--- config.mk ---
export PLATFORM = sky130hd
export DESIGN_NAME = fp_mult_result_sink_flat
export DESIGN_NICKNAME = d
export VERILOG_FILES = /design/src/rtl/fp_mult_pkg.sv /design/src/rtl/fp_mult_result_sink_if.sv /design/src/rtl/fp_result_fifo.sv /design/src/rtl/fp_mult_result_sink.sv /design/src/flat_wrapper.sv
export SDC_FILE = /design/constraint.sdc
export NUM_CORES = 1
export LEC_CHECK = 0
export CAP_MARGIN = 20
export CELL_PAD_IN_SITES_DETAIL_PLACEMENT = 1
export CELL_PAD_IN_SITES_GLOBAL_PLACEMENT = 1
export CORE_MARGIN = 3
export CORE_UTILIZATION = 47
export DETAILED_ROUTE_END_ITERATION = 8
export PLACE_DENSITY = 0.77
export SLEW_MARGIN = 10
export SYNTH_ARGS = -nofsm -noshare
export SYNTH_HDL_FRONTEND = slang
export SYNTH_SLANG_ARGS = --single-unit
--- constraint.sdc ---
create_clock -name clk -period 3 [get_ports clk]
set_clock_uncertainty 0.05 [all_clocks]
set_input_delay 0.3 -clock clk [delete_from_list [all_inputs] [get_ports clk]]
set_output_delay 0.3 -clock clk [all_outputs]
set_load 0.05 [all_outputs]
--- src/rtl/fp_mult_pkg.sv ---
// Shared types and helpers for the floating-point multiplier result sink.
//   fp_class_t  : packed class flags {nan, inf, zero, sub}; at most one bit set
//   fp_classify : builds the class from pre-reduced exponent/mantissa facts
//   FP32_N/ES   : IEEE-754 single-precision word and exponent widths
package fp_mult_pkg;

    localparam int FP32_N  = 32;
    localparam int FP32_ES = 8;

    typedef struct packed {
        logic nan;
        logic inf;
        logic zero;
        logic sub;
    } fp_class_t;

    // Reductions are done by the caller so the function stays width independent.
    function automatic fp_class_t fp_classify(input logic exp_ones,
                                              input logic exp_zero,
                                              input logic man_nz);
        fp_class_t c;
        c      = '0;
        c.nan  = exp_ones &  man_nz;
        c.inf  = exp_ones & ~man_nz;
        c.zero = exp_zero & ~man_nz;
        c.sub  = exp_zero &  man_nz;
        return c;
    endfunction

endpackage

--- src/rtl/fp_mult_result_sink_if.sv ---
// Handshake bundle between the multiplier issuer, the result sink and the
// downstream consumer.
//   in_valid/in_ready : issue handshake (credit based, in_ready is a grant)
//   r                 : multiplier result, meaningful only in the aligned cycle
//   out_valid/out_ready/out_data/out_flags : FIFO head towards the consumer
// Modports: master = issuer/consumer side, slave = result sink.
interface fp_mult_result_sink_if #(parameter int N = 32);
    import fp_mult_pkg::*;

    logic         in_valid;
    logic         in_ready;
    logic [N-1:0] r;
    logic         out_valid;
    logic         out_ready;
    logic [N-1:0] out_data;
    fp_class_t    out_flags;

    modport master (
        output in_valid, r, out_ready,
        input  in_ready, out_valid, out_data, out_flags
    );

    modport slave (
        input  in_valid, r, out_ready,
        output in_ready, out_valid, out_data, out_flags
    );

endinterface

--- src/rtl/fp_result_fifo.sv ---
// Synchronous FIFO holding {flags, data} words for the result sink.
// Ports:
//   clk, rst        : clock, asynchronous active-high reset (pointers/count only)
//   push, push_data : write request; dropped when full unless a pop coincides
//   pop             : read request; ignored when empty
//   head            : current head word, forced to zero while empty
//   empty, full     : status
//   count           : occupancy 0..DEPTH
module fp_result_fifo #(
    parameter int W     = 36,
    parameter int DEPTH = 4
) (
    input  logic                     clk,
    input  logic                     rst,
    input  logic                     push,
    input  logic [W-1:0]             push_data,
    input  logic                     pop,
    output logic [W-1:0]             head,
    output logic                     empty,
    output logic                     full,
    output logic [$clog2(DEPTH):0]   count
);
    localparam int AW = $clog2(DEPTH);
    localparam int CW = AW + 1;

    logic [W-1:0]  mem [DEPTH];
    logic [AW-1:0] wr_ptr;
    logic [AW-1:0] rd_ptr;
    logic          do_push;
    logic          do_pop;

    assign empty   = (count == '0);
    assign full    = (count == CW'(DEPTH));
    assign do_pop  = pop && !empty;
    // A pop frees the slot this cycle, so a full FIFO may still take a push.
    assign do_push = push && (!full || do_pop);

    // Pointers wrap naturally because DEPTH is a power of two.
    always_ff @(posedge clk or posedge rst) begin
        if (rst) begin
            wr_ptr <= '0;
            rd_ptr <= '0;
            count  <= '0;
        end else begin
            if (do_push) wr_ptr <= wr_ptr + AW'(1);
            if (do_pop)  rd_ptr <= rd_ptr + AW'(1);
            case ({do_push, do_pop})
                2'b10:   count <= count + CW'(1);
                2'b01:   count <= count - CW'(1);
                default: count <= count;
            endcase
        end
    end

    // Storage carries data only and needs no reset.
    always_ff @(posedge clk) begin
        if (do_push) mem[wr_ptr] <= push_data;
    end

    assign head = empty ? '0 : mem[rd_ptr];

endmodule

--- src/rtl/fp_mult_result_sink.sv ---
// Result sink for a fixed-latency floating-point multiplier: realigns the
// issue valid with the product, classifies it and buffers {class, result}.
// Ports:
//   clk, rst      : clock, asynchronous active-high reset
//   bus (slave)   : in_valid/in_ready/r issue side, out_* FIFO head side
//   clr_sticky    : synchronous clear of sticky_flags (and counters)
//   sticky_flags  : OR of the classes of every accepted write
//   overflow_err  : a write arrived while full with no pop; held until reset
//   cnt_nan/inf/zero/sub : 16-bit saturating class counters, present only
//                   when FP_MULT_RESULT_STATS_EN is defined
module fp_mult_result_sink
    import fp_mult_pkg::*;
#(
    parameter int N     = FP32_N,
    parameter int ES    = FP32_ES,
    parameter int LAT   = 3,
    parameter int DEPTH = 4
) (
    input  logic                  clk,
    input  logic                  rst,
    fp_mult_result_sink_if.slave  bus,
    input  logic                  clr_sticky,
    output fp_class_t             sticky_flags,
    output logic                  overflow_err
`ifdef FP_MULT_RESULT_STATS_EN
    ,
    output logic [15:0]           cnt_nan,
    output logic [15:0]           cnt_inf,
    output logic [15:0]           cnt_zero,
    output logic [15:0]           cnt_sub
`endif
);
    localparam int SUM_W = $clog2(DEPTH + LAT + 1);

    logic [LAT-1:0]          vld_p;
    logic                    wr_p;
    logic [ES-1:0]           exp_p;
    logic [N-2-ES:0]         man_p;
    fp_class_t               cls_p;
    logic                    pop;
    logic                    wr_ok;
    logic                    fifo_empty;
    logic                    fifo_full;
    logic [$clog2(DEPTH):0]  fifo_count;
    logic [N+3:0]            fifo_head;
    logic [SUM_W-1:0]        credit_used;

    // Issue -> aligned stage: in_valid travels LAT cycles next to the multiplier.
    always_ff @(posedge clk or posedge rst) begin
        if (rst) begin
            vld_p <= '0;
        end else begin
            vld_p[0] <= bus.in_valid;
            for (int i = 1; i < LAT; i++) vld_p[i] <= vld_p[i-1];
        end
    end

    // Aligned stage: product is present on r, classify and write.
    assign wr_p  = vld_p[LAT-1];
    assign exp_p = bus.r[N-2 -: ES];
    assign man_p = bus.r[N-2-ES:0];
    assign cls_p = fp_classify(&exp_p, ~|exp_p, |man_p);

    assign pop   = bus.out_valid && bus.out_ready;
    assign wr_ok = wr_p && (!fifo_full || pop);

    fp_result_fifo #(
        .W     (N + 4),
        .DEPTH (DEPTH)
    ) u_fifo (
        .clk       (clk),
        .rst       (rst),
        .push      (wr_p),
        .push_data ({cls_p, bus.r}),
        .pop       (pop),
        .head      (fifo_head),
        .empty     (fifo_empty),
        .full      (fifo_full),
        .count     (fifo_count)
    );

    assign bus.out_valid = !fifo_empty;
    assign bus.out_flags = fifo_head[N+3:N];
    assign bus.out_data  = fifo_head[N-1:0];

    // Credits: every in-flight valid already owns a FIFO slot. A pop this cycle
    // is only seen through fifo_count next cycle, which keeps this conservative.
    always_comb begin
        credit_used = SUM_W'(fifo_count);
        for (int i = 0; i < LAT; i++) credit_used = credit_used + SUM_W'(vld_p[i]);
        bus.in_ready = (credit_used < SUM_W'(DEPTH));
    end

    // A coincident write survives the clear so its class is not lost.
    always_ff @(posedge clk or posedge rst) begin
        if (rst) begin
            sticky_flags <= '0;
            overflow_err <= 1'b0;
        end else begin
            if (clr_sticky)  sticky_flags <= wr_ok ? cls_p : '0;
            else if (wr_ok)  sticky_flags <= sticky_flags | cls_p;
            if (wr_p && fifo_full && !pop) overflow_err <= 1'b1;
        end
    end

`ifdef FP_MULT_RESULT_STATS_EN
    function automatic logic [15:0] sat_inc(input logic [15:0] c, input logic hit);
        return (hit && (c != 16'hFFFF)) ? c + 16'd1 : c;
    endfunction

    always_ff @(posedge clk or posedge rst) begin
        if (rst) begin
            cnt_nan  <= '0;
            cnt_inf  <= '0;
            cnt_zero <= '0;
            cnt_sub  <= '0;
        end else if (clr_sticky) begin
            cnt_nan  <= {15'd0, wr_ok & cls_p.nan};
            cnt_inf  <= {15'd0, wr_ok & cls_p.inf};
            cnt_zero <= {15'd0, wr_ok & cls_p.zero};
            cnt_sub  <= {15'd0, wr_ok & cls_p.sub};
        end else begin
            cnt_nan  <= sat_inc(cnt_nan,  wr_ok & cls_p.nan);
            cnt_inf  <= sat_inc(cnt_inf,  wr_ok & cls_p.inf);
            cnt_zero <= sat_inc(cnt_zero, wr_ok & cls_p.zero);
            cnt_sub  <= sat_inc(cnt_sub,  wr_ok & cls_p.sub);
        end
    end
`endif

endmodule

--- src/flat_wrapper.sv ---
// flat-port wrapper written by rule: the top's interface ports become plain ports
module fp_mult_result_sink_flat import fp_mult_pkg::*;
#(
    parameter int N     = FP32_N,
    parameter int ES    = FP32_ES,
    parameter int LAT   = 3,
    parameter int DEPTH = 4
)
  (clk, rst, clr_sticky, sticky_flags, overflow_err, bus_in_valid, bus_r, bus_out_ready, bus_in_ready, bus_out_valid, bus_out_data, bus_out_flags);
  fp_mult_result_sink_if #(.N(N)) bus_i ();
  input  logic clk;
  input  logic rst;
  input  logic clr_sticky;
  output fp_class_t sticky_flags;
  output logic overflow_err;
  input wire logic [$bits(bus_i.in_valid)-1:0] bus_in_valid;
  input wire logic [$bits(bus_i.r)-1:0] bus_r;
  input wire logic [$bits(bus_i.out_ready)-1:0] bus_out_ready;
  output wire logic [$bits(bus_i.in_ready)-1:0] bus_in_ready;
  output wire logic [$bits(bus_i.out_valid)-1:0] bus_out_valid;
  output wire logic [$bits(bus_i.out_data)-1:0] bus_out_data;
  output wire logic [$bits(bus_i.out_flags)-1:0] bus_out_flags;
  assign bus_i.in_valid = bus_in_valid;
  assign bus_i.r = bus_r;
  assign bus_i.out_ready = bus_out_ready;
  assign bus_in_ready = bus_i.in_ready;
  assign bus_out_valid = bus_i.out_valid;
  assign bus_out_data = bus_i.out_data;
  assign bus_out_flags = bus_i.out_flags;
  fp_mult_result_sink #(.N(N), .ES(ES), .LAT(LAT), .DEPTH(DEPTH)) u_core (.clk(clk), .rst(rst), .bus(bus_i), .clr_sticky(clr_sticky), .sticky_flags(sticky_flags), .overflow_err(overflow_err));
endmodule
==> summary.md, run 1 <==
| Metric | Value |
|---|---|
| Type of the tightest min-delay check | `in -> async` |
| Crit share post-route | `92.2%` |
| Reg power frac | `roughly a third` |
| Synthesis Warnings | `0` |
| Multi-input logic area | `about 1500 um^2` |
| H-tree levels | `4` |
| Avg Inst Size Synth | `19.4 um^2` |
| Largest stage delay, worst path | `about 0.55 ns` |
| Max Slew Vio Count | `0` |
| Cell area after synthesis | `around 6400 um^2` |
| Critical path's most frequent cell | `inv_1` |
| Status | `finished, final reports clean` |
| Clock-pin slew on the worst setup and hold paths | `0.06 ns` |
| Avg WL per Cell | `22.2 um` |
| Crit path DAT | `2.42 ns` |
| Chip width | `122 um` |
| Syn_nets | `372` |
| Filler instances | `about 1.1k` |
| Row count | `41` |
| TritonCTS Sinks | `159` |
| CP Launch Type | `flip-flop` |
| Sw Share | `between 30% and 40%` |
| Gr ovfl total | `0` |
| Prevailing post-synth register cell | `edfxtp_1` |
| Critical Path RT | `roughly 2.7 ns` |
| Yosys reg bits | `approximately 160` |
| I/O pins | `80` |
| First drt pass iteration count | `4` |
| Clock Tree Root | `clkbuf_16` |
| DRC | `0` |
| Die ar. | `15000 um^2` |
| Post-synth EDFFs | `144` |
| Pint | `5.67 mW` |
| Crit Path Max Fanout | `9` |
| Vias in the first global route | `3667` |
| Clk buf depth | `2` |
| # port buffers | `79` |
| Final Hold Viols | `0` |
| Max Freq | `362 MHz` |
| Num CTS Buffers | `17` |
| Power share of the clock group | `about a quarter` |
| Vias/cell | `5.46` |
| Total of max-cap violations | `0` |
| Min Clock Period, post-route | `2.77 ns` |
| Post-route ant nets | `0` |
| Initial Util | `49.3%` |
| Setup bufs post-CTS | `0` |
| Max VDD drop | `between 0.0006 and 0.0007 V` |
| Worst Tran Pin Value | `0.585 ns` |
| Skew-Pair Late Insertion Delay | `0.41 ns` |
| Leakage Power | `between 2 and 3 nW` |
| Netlist cell types | `36` |
| Largest net degree at the start of global routing | `28` |
| Gr usage total | `19.7%` |
| Placeable Area | `~13000 um^2` |
| Relative slew slack | `60.9%` |
| Final setup fails | `0` |
| Crit-path cells | `inv_1, fa_1, inv_1, ha_1, a31oi_1, xor2_1, buf_4` |
| Synth Instances | `approximately 330` |
| Comb power frac | `between 40% and 50%` |
| Number of DRC markers in iteration 0 | `204` |
| Antenna cell count | `0` |
| Net Switching | `3.63 mW` |
| TritonCTS clock tree | `done` |
| Post-Route Setup TNS | `0 ns` |
| Area grow syn2layout | `25.0%` |
| Proportion of layout cells with a drive suffix above 1 | `29.0%` |
| Crit-path slowest cell | `dfrtp_1` |
| Crit path kind | `reg -> out` |
| DRT Wirelength | `13600 um` |
| Buf+Inv Stages, Crit Path | `3` |
| Cell area power density | `1170 nW/um^2` |
| Post-cts sizing count | `0` |
| Critical Path End Type | `output port` |
| Register area share after synthesis | `73.7%` |
| Stages on the worst setup path | `7` |
| Sequential cell area | `~4700 um^2` |
| Placer Congestion | `0.712` |
| Top delay family on crit path | `adder cells` |
| Post-CTS Hold Buffers | `0` |
| Unrepaired setup endpoints after global routing | `no` |
| Initial antenna violation count | `0` |
| First-pass GRT wire length | `21200 um` |
| Dpl hpwl | `between 8000 and 9000 um` |
| Post-layout util | `61.7%` |
| Nets | `469` |
| Worst R2R Path Depth | `7` |
| Vias | `roughly 3.3k` |
| FFs w/ async S/R, synth | `9.43%` |
| Die Ht | `122 um` |
-- through the flow --
stage                     cells  power, mW  worst slack (ns)  area [um^2]  hold slack (ns)
after floorplan             328       5.96             0.436         6380            0.151
after global placement      578       7.11             0.534         7360            0.309
after detailed placement    578       7.21             0.414         7360            0.328
after CTS                   610       9.41             0.204         7970            0.204
after global routing        610       9.74            0.0789         7970            0.223
final                       610       9.30             0.234         7970            0.196
-- cells in the mapped netlist, drive strengths merged (2+ instances only) --
cell type / instances / area, um^2
edfxtp: 144 / 4320
and2: 41 / 257
mux4: 36 / 811
dfrtp: 15 / 375
inv: 15 / 56.3
buf: 9 / 76.3
nor2: 7 / 26.3
nor4: 7 / 43.8
ha: 5 / 62.6
nand2: 5 / 18.8
o21ai: 5 / 25.0
clkbuf: 4 / 15.0
a21oi: 3 / 15.0
nand4: 3 / 18.8
nor3: 3 / 15.0
or3: 3 / 18.8
xnor2: 3 / 26.3
a31oi: 2 / 12.5
fa: 2 / 40.0
o22ai: 2 / 12.5
o32ai: 2 / 25.0
xor2: 2 / 17.5
-- layout by cell type, fill, tap and decap left out, types with 5 or more instances in the layout --
| cell | instances |
|---|---|
| edfxtp_1 | 144 |
| buf_4 | 45 |
| clkdlybuf4s50_1 | 41 |
| and2_1 | 37 |
| mux4_2 | 36 |
| clkbuf_16 | 17 |
| inv_1 | 15 |
| dfrtp_1 | 13 |
| nor2_1 | 7 |
| nor4_1 | 7 |
| clkinvlp_4 | 6 |
| nand2_1 | 5 |
| o21ai_0 | 5 |
| ha_1 | 5 |
| buf_12 | 5 |
-- flip-flops by register name (all words and copies together), names as in the netlist --
name                  cells
u_core.u_fifo.mem       144
u_core.sticky_flags       4
u_core.u_fifo.rd_ptr      2
u_core.overflow_err       1
u_core.vld_p              3
u_core.u_fifo.wr_ptr      2
u_core.u_fifo.count       3
-- per-layer routing --
layer / routed length [um] / vias up / track usage [%]
li1: - / 1487 / -
met1: 6190 / 1740 / 26.7
met4: 107 / 0 / 6.65
met3: 522 / 10 / 4.33
met2: 6740 / 93 / 31.9
met5: 0 / - / 0
-- power groups by stage --
| stage | logic [mW] | registers, mW | clock network, mW |
|---|---|---|---|
| floorplan | 2.92 | 3.04 | 0 |
| global placement | 4.02 | 3.09 | 0 |
| detailed placement | 4.08 | 3.13 | 0 |
| CTS | 4.10 | 3.09 | 2.22 |
| global route | 4.29 | 3.12 | 2.33 |
| finish | 4.03 | 3.08 | 2.18 |
-- cell type report --
cell class / count / area share, %
multi-input combinational: 141 / 19.3
tap: 172 / 2.70
sequential: 159 / 59.0
clock buffer: 17 / 5.34
clock inverter: 15 / 2.35
inverter: 15 / 0.706
timing repair buffer: 91 / 10.6
-- kinds of logic after synthesis --
logic type      Yosys count  share of synthesized area [%]
flops                   159                           73.7
fa+ha+maj                 7                           1.61
compound gates           18                           1.90
simple gates             75                           7.08
buf+inv                  28                           2.31
xor+xnor                  5                          0.687
mux                      36                           12.7
-- worst paths after layout --
| path | from | slack, ns | endpoint |
|---|---|---|---|
| worst max-delay path | u_core.vld_p[2]$_DFF_PP0_ | 0.23 | bus_in_ready |
| worst min-delay path | rst | 0.20 | u_core.vld_p[2]$_DFF_PP0_ |
| worst max register to register | u_core.u_fifo.count[1]$_DFFE_PP0P_ | 0.63 | u_core.u_fifo.count[2]$_DFFE_PP0P_ |
| worst min register to register | u_core.vld_p[1]$_DFF_PP0_ | 0.34 | u_core.vld_p[2]$_DFF_PP0_ |
| max in group asynchronous | rst | 2.29 | u_core.u_fifo.rd_ptr[0]$_DFFE_PP0N_ |
| min in group clk | bus_in_valid | 0.27 | u_core.vld_p[0]$_DFF_PP0_ |
(Power assumes the default switching activity.)
==> inputs of run 2 (changes only) <==
--- a/config.mk
+++ b/config.mk
@@ -9,9 +9,10 @@
 export CELL_PAD_IN_SITES_DETAIL_PLACEMENT = 1
 export CELL_PAD_IN_SITES_GLOBAL_PLACEMENT = 1
 export CORE_MARGIN = 3
-export CORE_UTILIZATION = 47
+export CORE_UTILIZATION = 49
+export CTS_BUF_LIST = sky130_fd_sc_hd__clkbuf_8
 export DETAILED_ROUTE_END_ITERATION = 8
-export PLACE_DENSITY = 0.77
+export PLACE_DENSITY = 0.79
 export SLEW_MARGIN = 10
 export SYNTH_ARGS = -nofsm -noshare
 export SYNTH_HDL_FRONTEND = slang
==> run 2 against run 1 <==
Against the previous run:
- cell area fell by 3.3%
- wire length fell by 1.6%
- worst hold slack got worse by 0.031 ns
- non-clock buffer count rose by 1
- largest power group unchanged
- first-iteration DRC count rose by 3.4%
==> summary.md, run 2 (synthesis gave the netlist of run 1 again) <==
| Metric | Value |
|---|---|
| Skew-Pair Late Insertion Delay | `0.45 ns (+0.04 ns)` |
| Power share of the clock group | `17.1% (-6.4 points)` |
| Vias | `3329 (-0.030%)` |
| CP Launch Type | `flip-flop` |
| Setup bufs post-CTS | `0 (unchanged)` |
| Crit share post-route | `94.4% (+2.2 points)` |
| Final setup fails | `0 (unchanged)` |
| Leakage Power | `2.66 nW (-3.2%)` |
| Area grow syn2layout | `20.8%` |
| Biggest regs | `u_core.u_fifo.mem x144, u_core.sticky_flags x4` |
| Placer Congestion | `0.731 (+2.8%)` |
| Gr usage total | `20.1% (+0.45 points)` |
| Vias/cell | `5.45 (-0.19%)` |
| Vias in the first global route | `3744 (+2.1%)` |
| Reg power frac | `36.6% (+3.4 points)` |
| Min Clock Period, post-route | `2.83 ns (+0.0664 ns)` |
| Max Freq | `353 MHz (-2.3%)` |
| Die ar. | `14400 um^2 (-3.9%)` |
| Post-route ant nets | `0 (unchanged)` |
| Sequential cell area | `4700 um^2 (unchanged)` |
| Max Slew Vio Count | `0 (unchanged)` |
| TritonCTS clock tree | `done` |
| Filler instances | `1149 (unchanged)` |
| Commonest non-fill, non-tap cell in the layout | `edfxtp_1` |
| Proportion of layout cells with a drive suffix above 1 | `27.8% (-1.2 points)` |
| Unrepaired setup endpoints after global routing | `no` |
| Type of the tightest min-delay check | `in -> async` |
| Avg WL per Cell | `21.8 um (-1.8%)` |
| Chip width | `120 um (-2.0%)` |
| Crit-path slowest cell | `dfrtp_1` |
| Crit path DAT | `2.48 ns (+0.06 ns)` |
| Critical Path End Type | `output port` |
| H-tree levels | `4 (unchanged)` |
| Post-cts sizing count | `0 (unchanged)` |
| TritonCTS Sinks | `159 (unchanged)` |
| Max reg flops | `144 (unchanged)` |
| Comb power frac | `46.3% (+3.0 points)` |
| Clk buf depth | `2 (unchanged)` |
| Final Hold Viols | `0 (unchanged)` |
| Sw Share | `41.0% (+1.9 points)` |
| Num CTS Buffers | `17 (unchanged)` |
| Relative slew slack | `59.5% (-1.5 points)` |
| Net Switching | `3.52 mW (-3.0%)` |
| Placeable Area | `12700 um^2 (-2.0%)` |
| Number of DRC markers in iteration 0 | `211 (+3.4%)` |
| Total of max-cap violations | `0 (unchanged)` |
| Clock-pin slew on the worst setup and hold paths | `0.08 ns (+0.02 ns)` |
| Max VDD drop | `0.000843 V (+21%)` |
| Gr ovfl total | `0 (unchanged)` |
| Crit path kind | `reg -> out` |
| Critical path origin | `u_core.vld_p[2]$_DFF_PP0_` |
| Post-Route Setup TNS | `0 ns (unchanged)` |
| Most frequent cells in the layout | `edfxtp_1, buf_4, clkdlybuf4s50_1` |
| First drt pass iteration count | `4 (unchanged)` |
| Die Ht | `120 um (-2.0%)` |
| Worst R2R Start | `u_core.u_fifo.count[1]$_DFFE_PP0P_` |
| Cell area power density | `1110 nW/um^2 (-4.5%)` |
| Initial Util | `50.3% (+1.0 points)` |
| Clock Tree Root | `clkbuf_8` |
| Largest net degree at the start of global routing | `37 (+32%)` |
| Crit-path cells | `inv_1, fa_1, inv_1, ha_1, a31oi_1, xor2_1, buf_4` |
| Pint | `5.07 mW (-11%)` |
| Worst Tran Pin Value | `0.608 ns (+0.0226 ns)` |
| First-pass GRT wire length | `21300 um (+0.36%)` |
| Critical Path RT | `2.65 ns (about the same)` |
| Most flops, register | `u_core.u_fifo.mem` |
| Multi-input logic area | `1540 um^2 (unchanged)` |
| Buf+Inv Stages, Crit Path | `3 (unchanged)` |
| Critical path's most frequent cell | `inv_1` |
| Row count | `41 (unchanged)` |
| DRT Wirelength | `13300 um (-1.6%)` |
| Nets | `470 (+0.21%)` |
| DRC | `0 (unchanged)` |
| # port buffers | `79 (unchanged)` |
| Top delay family on crit path | `adder cells` |
| Antenna cell count | `0 (unchanged)` |
| Initial antenna violation count | `0 (unchanged)` |
| Post-layout util | `60.8% (-0.84 points)` |
| Status | `finished, final reports clean` |
| Largest stage delay, worst path | `0.56 ns (about the same)` |
| Crit Path Max Fanout | `9 (unchanged)` |
| Post-CTS Hold Buffers | `0 (unchanged)` |
| Dpl hpwl | `9050 um (+2.7%)` |
| I/O pins | `80 (unchanged)` |
-- run 2: final cells by class --
type / instances / area share (%)
flip-flops and latches: 159 / 61.0
clock inverters: 15 / 1.69
well taps: 172 / 2.79
multi-input cells: 141 / 19.9
inverters: 15 / 0.731
clock buffers: 17 / 3.04
repair buffers: 92 / 10.8
-- run 2: power groups by stage --
stage	Combinational, mW	Clock, mW	Sequential, mW
after detailed placement	4.02	0	3.20
after floorplan	2.92	0	3.04
after CTS	4.04	1.50	3.15
final	3.98	1.47	3.15
after global routing	4.20	1.62	3.19
after global placement	3.94	0	3.16
-- run 2: worst paths after layout --
| kind | end | slack (ns) | cells after the start |
|---|---|---|---|
| hold reg to reg | u_core.vld_p[2]$_DFF_PP0_ | 0.34 | 0 |
| setup reg to reg | u_core.u_fifo.count[2]$_DFFE_PP0P_ | 0.58 | 7 |
| min in group clk | u_core.vld_p[0]$_DFF_PP0_ | 0.24 | 1 |
| max in group asynchronous | u_core.u_fifo.rd_ptr[0]$_DFFE_PP0N_ | 2.32 | 2 |
| setup / recovery | bus_in_ready | 0.17 | 7 |
| hold / removal | u_core.sticky_flags[2]$_DFFE_PP0P_ | 0.17 | 2 |
-- run 2: stage by stage --
step / cells / power [mW] / cell area, um^2 / worst slack, ns / hold WS, ns
6_report: 611 / 8.59 / 7710 / 0.168 / 0.165
5_1_grt: 611 / 9.01 / 7710 / 0.0290 / 0.190
4_1_cts: 611 / 8.69 / 7710 / 0.148 / 0.160
3_5_place_dp: 579 / 7.22 / 7340 / 0.394 / 0.324
3_3_place_gp: 579 / 7.11 / 7340 / 0.498 / 0.311
2_1_floorplan: 328 / 5.96 / 6380 / 0.436 / 0.151
-- run 2: per-layer routing --
| metal | GRT usage [%] | share of wire, % | vias to the layer above |
|---|---|---|---|
| met5 | 0 | 0 | - |
| met4 | 6.66 | 1.7 | 0 |
| met3 | 5.51 | 4.7 | 19 |
| met2 | 33.8 | 51 | 91 |
| met1 | 25.5 | 42 | 1732 |
| li1 | - | - | 1487 |
-- run 2: worst reg2reg max path: stages, from the launching register on --
cell	delay, ns
dfrtp_1	0.50
or3_1	0.55
nand2_1	0.15
fa_1	0.45
nor3b_1	0.26
a21oi_1	0.07
a32oi_1	0.14
o21ai_0	0.11
==> RTL edit 1 (config.mk and constraints of run 1) <==
Register the output `bus.out_flags`, without a reset; this adds one clock of latency there.
--- a/src/rtl/fp_mult_result_sink.sv
+++ b/src/rtl/fp_mult_result_sink.sv
@@ -80,7 +80,9 @@
     );
 
     assign bus.out_valid = !fifo_empty;
-    assign bus.out_flags = fifo_head[N+3:N];
+    always_ff @(posedge clk) begin
+        bus.out_flags <= fifo_head[N+3:N];
+    end
     assign bus.out_data  = fifo_head[N-1:0];
 
     // Credits: every in-flight valid already owns a FIFO slot. A pop this cycle
Function: changed (Yosys sat finds a counterexample within 10 cycles, from zero or initial values and one cycle with rst high).
==> RTL edit 1 against run 1 <==
  * Cell area shrank 1.2%
  * Setup slack lost 0.12 ns
  * Via count grew 0.42%
  * Routed wire length shrank 0.66%
  * Synthesized area grew 0.73%
  * Hold slack gained 0.024 ns
  * Power shrank 2.8%
  * Register-to-register slack lost 0.04 ns
  * Sequential cell count grew 4
==> RTL edit 1: results (changes against run 1) <==
Route
  – Total number of vias: 3344 (+0.42%)
  – DR iter-0 viols: 206 (+0.98%)
  – WL/cell: 22.1 um (-0.83%)

Yosys
  – Synth Net Count: 375 (+0.81%)
  – Top post-synthesis cells by area: edfxtp_1, mux4_2, dfrtp_1
  – Post-synthesis sequential area ratio: 74.4% (+0.72 points)
  – Ys async rst share: 9.20% (-0.23 points)

Global routing
  – Largest net degree at the start of global routing: 37 (+32%)
  – GR Layer Usage met3: 4.76% (+0.43 points)
  – First-pass GRT wire length: 20.4 mm (-4.0%)
  – GR Layer Usage met2: 32.4% (+0.54 points)
  – Vias in the first global route: 3519 (-4.0%)

Placement
  – RD Place Congestion: 0.719 (+0.98%)
  – HPWL Detailed: 8.60 mm (-2.4%)
  – Dpl ws: 0.472 ns (+0.0585 ns)
  – Placed Area: 7340 um^2 (-0.19%)

Worst setup path
  – Worst EP arrival: 2.53 ns (+0.11 ns)
  – Maximum fanout along the worst path: 20 (+11)
  – Family with the most delay on the worst path: simple AND/OR/NAND/NOR gates
  – Crit-path max cell delay: 0.71 ns (+0.16 ns)
  – FF-to-FF End: u_core.u_fifo.count[1]$_DFFE_PP0P_
  – Crit-path slowest cell: or3_2
  – Reg-to-reg startpoint: u_core.u_fifo.count[2]$_DFFE_PP0P_
  – Flop2flop setup slack: 0.59 ns (-0.04 ns)

Cells and area
  – Share of layout cells above drive strength 1: 24.1% (-4.9 points)
  – Top flop regs: u_core.u_fifo.mem (144), u_core.bus.out_flags (4), u_core.sticky_flags (4)
  – Nets@finish: 466 (-0.64%)

STA
  – Max Freq: 347 MHz (-4.0%)

Power
  – P_leak: 2.70 nW (-2.0%)
  – Worst VDD drop: 0.000713 V (+2.4%)

Status
  – Outcome: finished clean
RTL edit 1: changes by cell type after synthesis, moves of 2 or more:
| cell | before | now |
|---|---|---|
| o22ai_1 | 2 | 4 |
| or3_1 | 3 | 1 |
| dfxtp_1 | 0 | 4 |
| nor2_1 | 7 | 5 |
| or2_2 | 0 | 2 |
| inv_1 | 15 | 13 |
RTL edit 1: worst register-to-register path, stage by stage (launching register included):
cell	delay [ns]
dfrtp_1	0.46
or3_2	0.71
nand2_1	0.15
fa_1	0.45
a211oi_1	0.19
o21ai_0	0.12
a22oi_1	0.20
RTL edit 1: area by class of cell:
class / instances / area, um^2
clock buffer: 18 / 429
tap: 176 / 220
timing repair buffer: 86 / 778
fill: 1167 / 5420
sequential: 163 / 4780
clock inverter: 14 / 95.1
inverter: 13 / 48.8
multi-input combinational: 141 / 1520
RTL edit 1: metrics by stage:
stage | hold WS (ns) | instances | power (mW)
after floorplan | 0.151 | 331 | 5.96
after global placement | 0.315 | 579 | 7.07
after detailed placement | 0.315 | 579 | 7.17
after CTS | 0.227 | 611 | 9.14
after global routing | 0.257 | 611 | 9.43
final | 0.220 | 611 | 9.04
RTL edit 1: logic make-up (layout without fill, tap and decap cells):
logic type,after synthesis,in the layout,share of synthesized area [%]
fa+ha+maj,7,7,1.60
compound gates,16,16,1.48
buf+inv,27,131,2.10
mux,37,37,12.8
xor+xnor,6,6,0.818
flops,163,163,74.4
simple gates,75,75,6.82
RTL edit 1: worst max-delay path by stage:
stage / from / endpoint / cells after the start
final: u_core.u_fifo.count[2]$_DFFE_PP0P_ / bus_out_data[7] / 3
after CTS: u_core.u_fifo.rd_ptr[0]$_DFFE_PP0N_ / bus_out_data[10] / 3
after detailed placement: bus_out_ready / u_core.u_fifo.mem[1][6]$_DFFE_PP_ / 4
after global routing: u_core.u_fifo.count[2]$_DFFE_PP0P_ / bus_out_data[7] / 3
after floorplan: u_core.vld_p[2]$_DFF_PP0_ / bus_in_ready / 7
after global placement: bus_out_ready / u_core.u_fifo.mem[3][6]$_DFFE_PP_ / 4
RTL edit 1: routing by layer:
metal  wire length [um]  up-vias
met5                  0        -
met2               7040       71
met3                590       17
met4                196        0
met1               5640     1769
li1                   -     1487
RTL edit 1: repair_timing:
| action | in CTS | in global routing |
|---|---|---|
| resized for setup | 0 | 2 |
| hold endpoints to repair | 0 | 0 |
| buffers inserted | 0 | 0 |
| hold buffers | 0 | 0 |
| endpoints found under the setup margin | 0 | 6 |
RTL edit 1: report_power, final:
part	internal (mW)	switching [mW]	leakage, nW
Sequential	2.97	0.249	1.55
Combinational	1.42	2.43	0.884
Clock	1.12	0.840	0.261
==> RTL edit 2 (config.mk and constraints of run 1) <==
Without the edit above. `FP32_N`: 32 -> 64.
--- a/src/rtl/fp_mult_pkg.sv
+++ b/src/rtl/fp_mult_pkg.sv
@@ -4,7 +4,7 @@
 //   FP32_N/ES   : IEEE-754 single-precision word and exponent widths
 package fp_mult_pkg;
 
-    localparam int FP32_N  = 32;
+    localparam int FP32_N  = 64;
     localparam int FP32_ES = 8;
 
     typedef struct packed {
Interface: changed (resized bus_out_data and bus_r); port bits go from 80 to 144. No check against the original RTL was run, so the function may have changed too.
==> RTL edit 2 against run 1 <==
  * Synthesized area up 76%
  * Register-to-register slack worse by 0.15 ns
  * Routed wire length rose by 89%
  * Setup slack lost 0.13 ns
  * Highest routed layer is now met5
  * Power increased by 82%
  * Sequential cell count up 128
  * Cell area rose by 78%
  * Critical path depth fell by 3
==> RTL edit 2: results (changes against run 1) <==
Route
  – DR iter-0 viols: 541 (+170%)
  – WL/cell: 24.6 um (+11%)
  – WL met1: 10.4 mm (+68%)
  – Met3 wire length: 1.50 mm (+190%)
  – Top Layer Used: met5
  – DR WL met2: 13.3 mm (+97%)

STA
  – Max Freq: 345 MHz (-4.6%)
  – Hold WS: 0.0882 ns (-0.108 ns)
  – Slew margin rel.: 47.1% (-14 points)

Placement
  – Dpl ws: 0.0852 ns (-0.329 ns)
  – Port Buffers: 143 (+81%)
  – Placed Instances: 993 (+72%)
  – Placed Area: 13100 um^2 (+78%)
  – HPWL Detailed: 16.8 mm (+91%)

Clock network
  – Number of buffers created by CTS: 29 (+12)
  – Worst-Skew Late Latency: 0.54 ns (+0.13 ns)
  – Max H-tree Level: 1 (-3)

Power
  – Comb pwr share: 43.1% (-0.2 points)
  – Sw Share: 38.3% (-0.76 points)
  – Seq group: 5.62 mW (+82%)

Global routing
  – GR Layer Usage met2: 35.2% (+3.3 points)
  – First-pass GRT wire length: 40.0 mm (+89%)
  – Initial antenna violation count: 1 (+1)
  – Vias in the first global route: 6573 (+79%)
  – Largest net degree at the start of global routing: 49 (+75%)
  – GR Layer Usage met3: 3.77% (-0.57 points)
  – Met1 usage: 26.6% (-0.11 points)

Worst setup path
  – Maximum fanout along the worst path: 48 (+39)
  – Worst setup endpoint: bus_out_flags[1]
  – Family with the most delay on the worst path: simple AND/OR/NAND/NOR gates

Cells and area
  – Nets@finish: 788 (+68%)
  – Top flop regs: u_core.u_fifo.mem (272), u_core.sticky_flags (4)
  – Share of layout cells above drive strength 1: 29.8% (+0.79 points)

Yosys
  – Synth Net Count: 614 (+65%)
  – Post-synth top cells: edfxtp_1, and2_1, mux4_2
  – Post-synthesis sequential area ratio: 76.2% (+2.5 points)
  – Syn_area_per_cell: 20.8 um^2 (+7.2%)

Status
  – Outcome: finished clean
-- RTL edit 2: cell count changes after synthesis, sizes merged, moves of 9 or more --
cell / change
and2: +32
clkbuf: +11
edfxtp: +128
mux4: +32
nor4: +9
-- RTL edit 2: final cells by class --
cell class,count,area (um^2)
Inverter,11,41.3
Timing Repair Buffer,168,1580
Fill cell,1954,8890
Clock inverter,14,245
Clock buffer,37,826
Tap cell,313,392
Multi-Input combinational cell,215,2530
Sequential cell,287,8550
-- RTL edit 2: cells by family (layout without fill, tap and decap cells) --
kind of cell	after synthesis	in the layout	synth area share, %
multiplexers	68	68	13.7
AO/OA/AOI/OAI	19	19	1.13
XOR/XNOR	5	5	0.391
adder cells (fa/ha/maj)	7	7	0.915
AND/OR/NAND/NOR	116	116	6.38
flip-flops	287	287	76.2
buffers and inverters	36	230	1.32
-- RTL edit 2: what timing repair did --
item | 4_1_cts | 5_1_grt
gates resized for setup | 1 | 0
setup endpoints to repair | 1 | 2
buffers inserted | 0 | 1
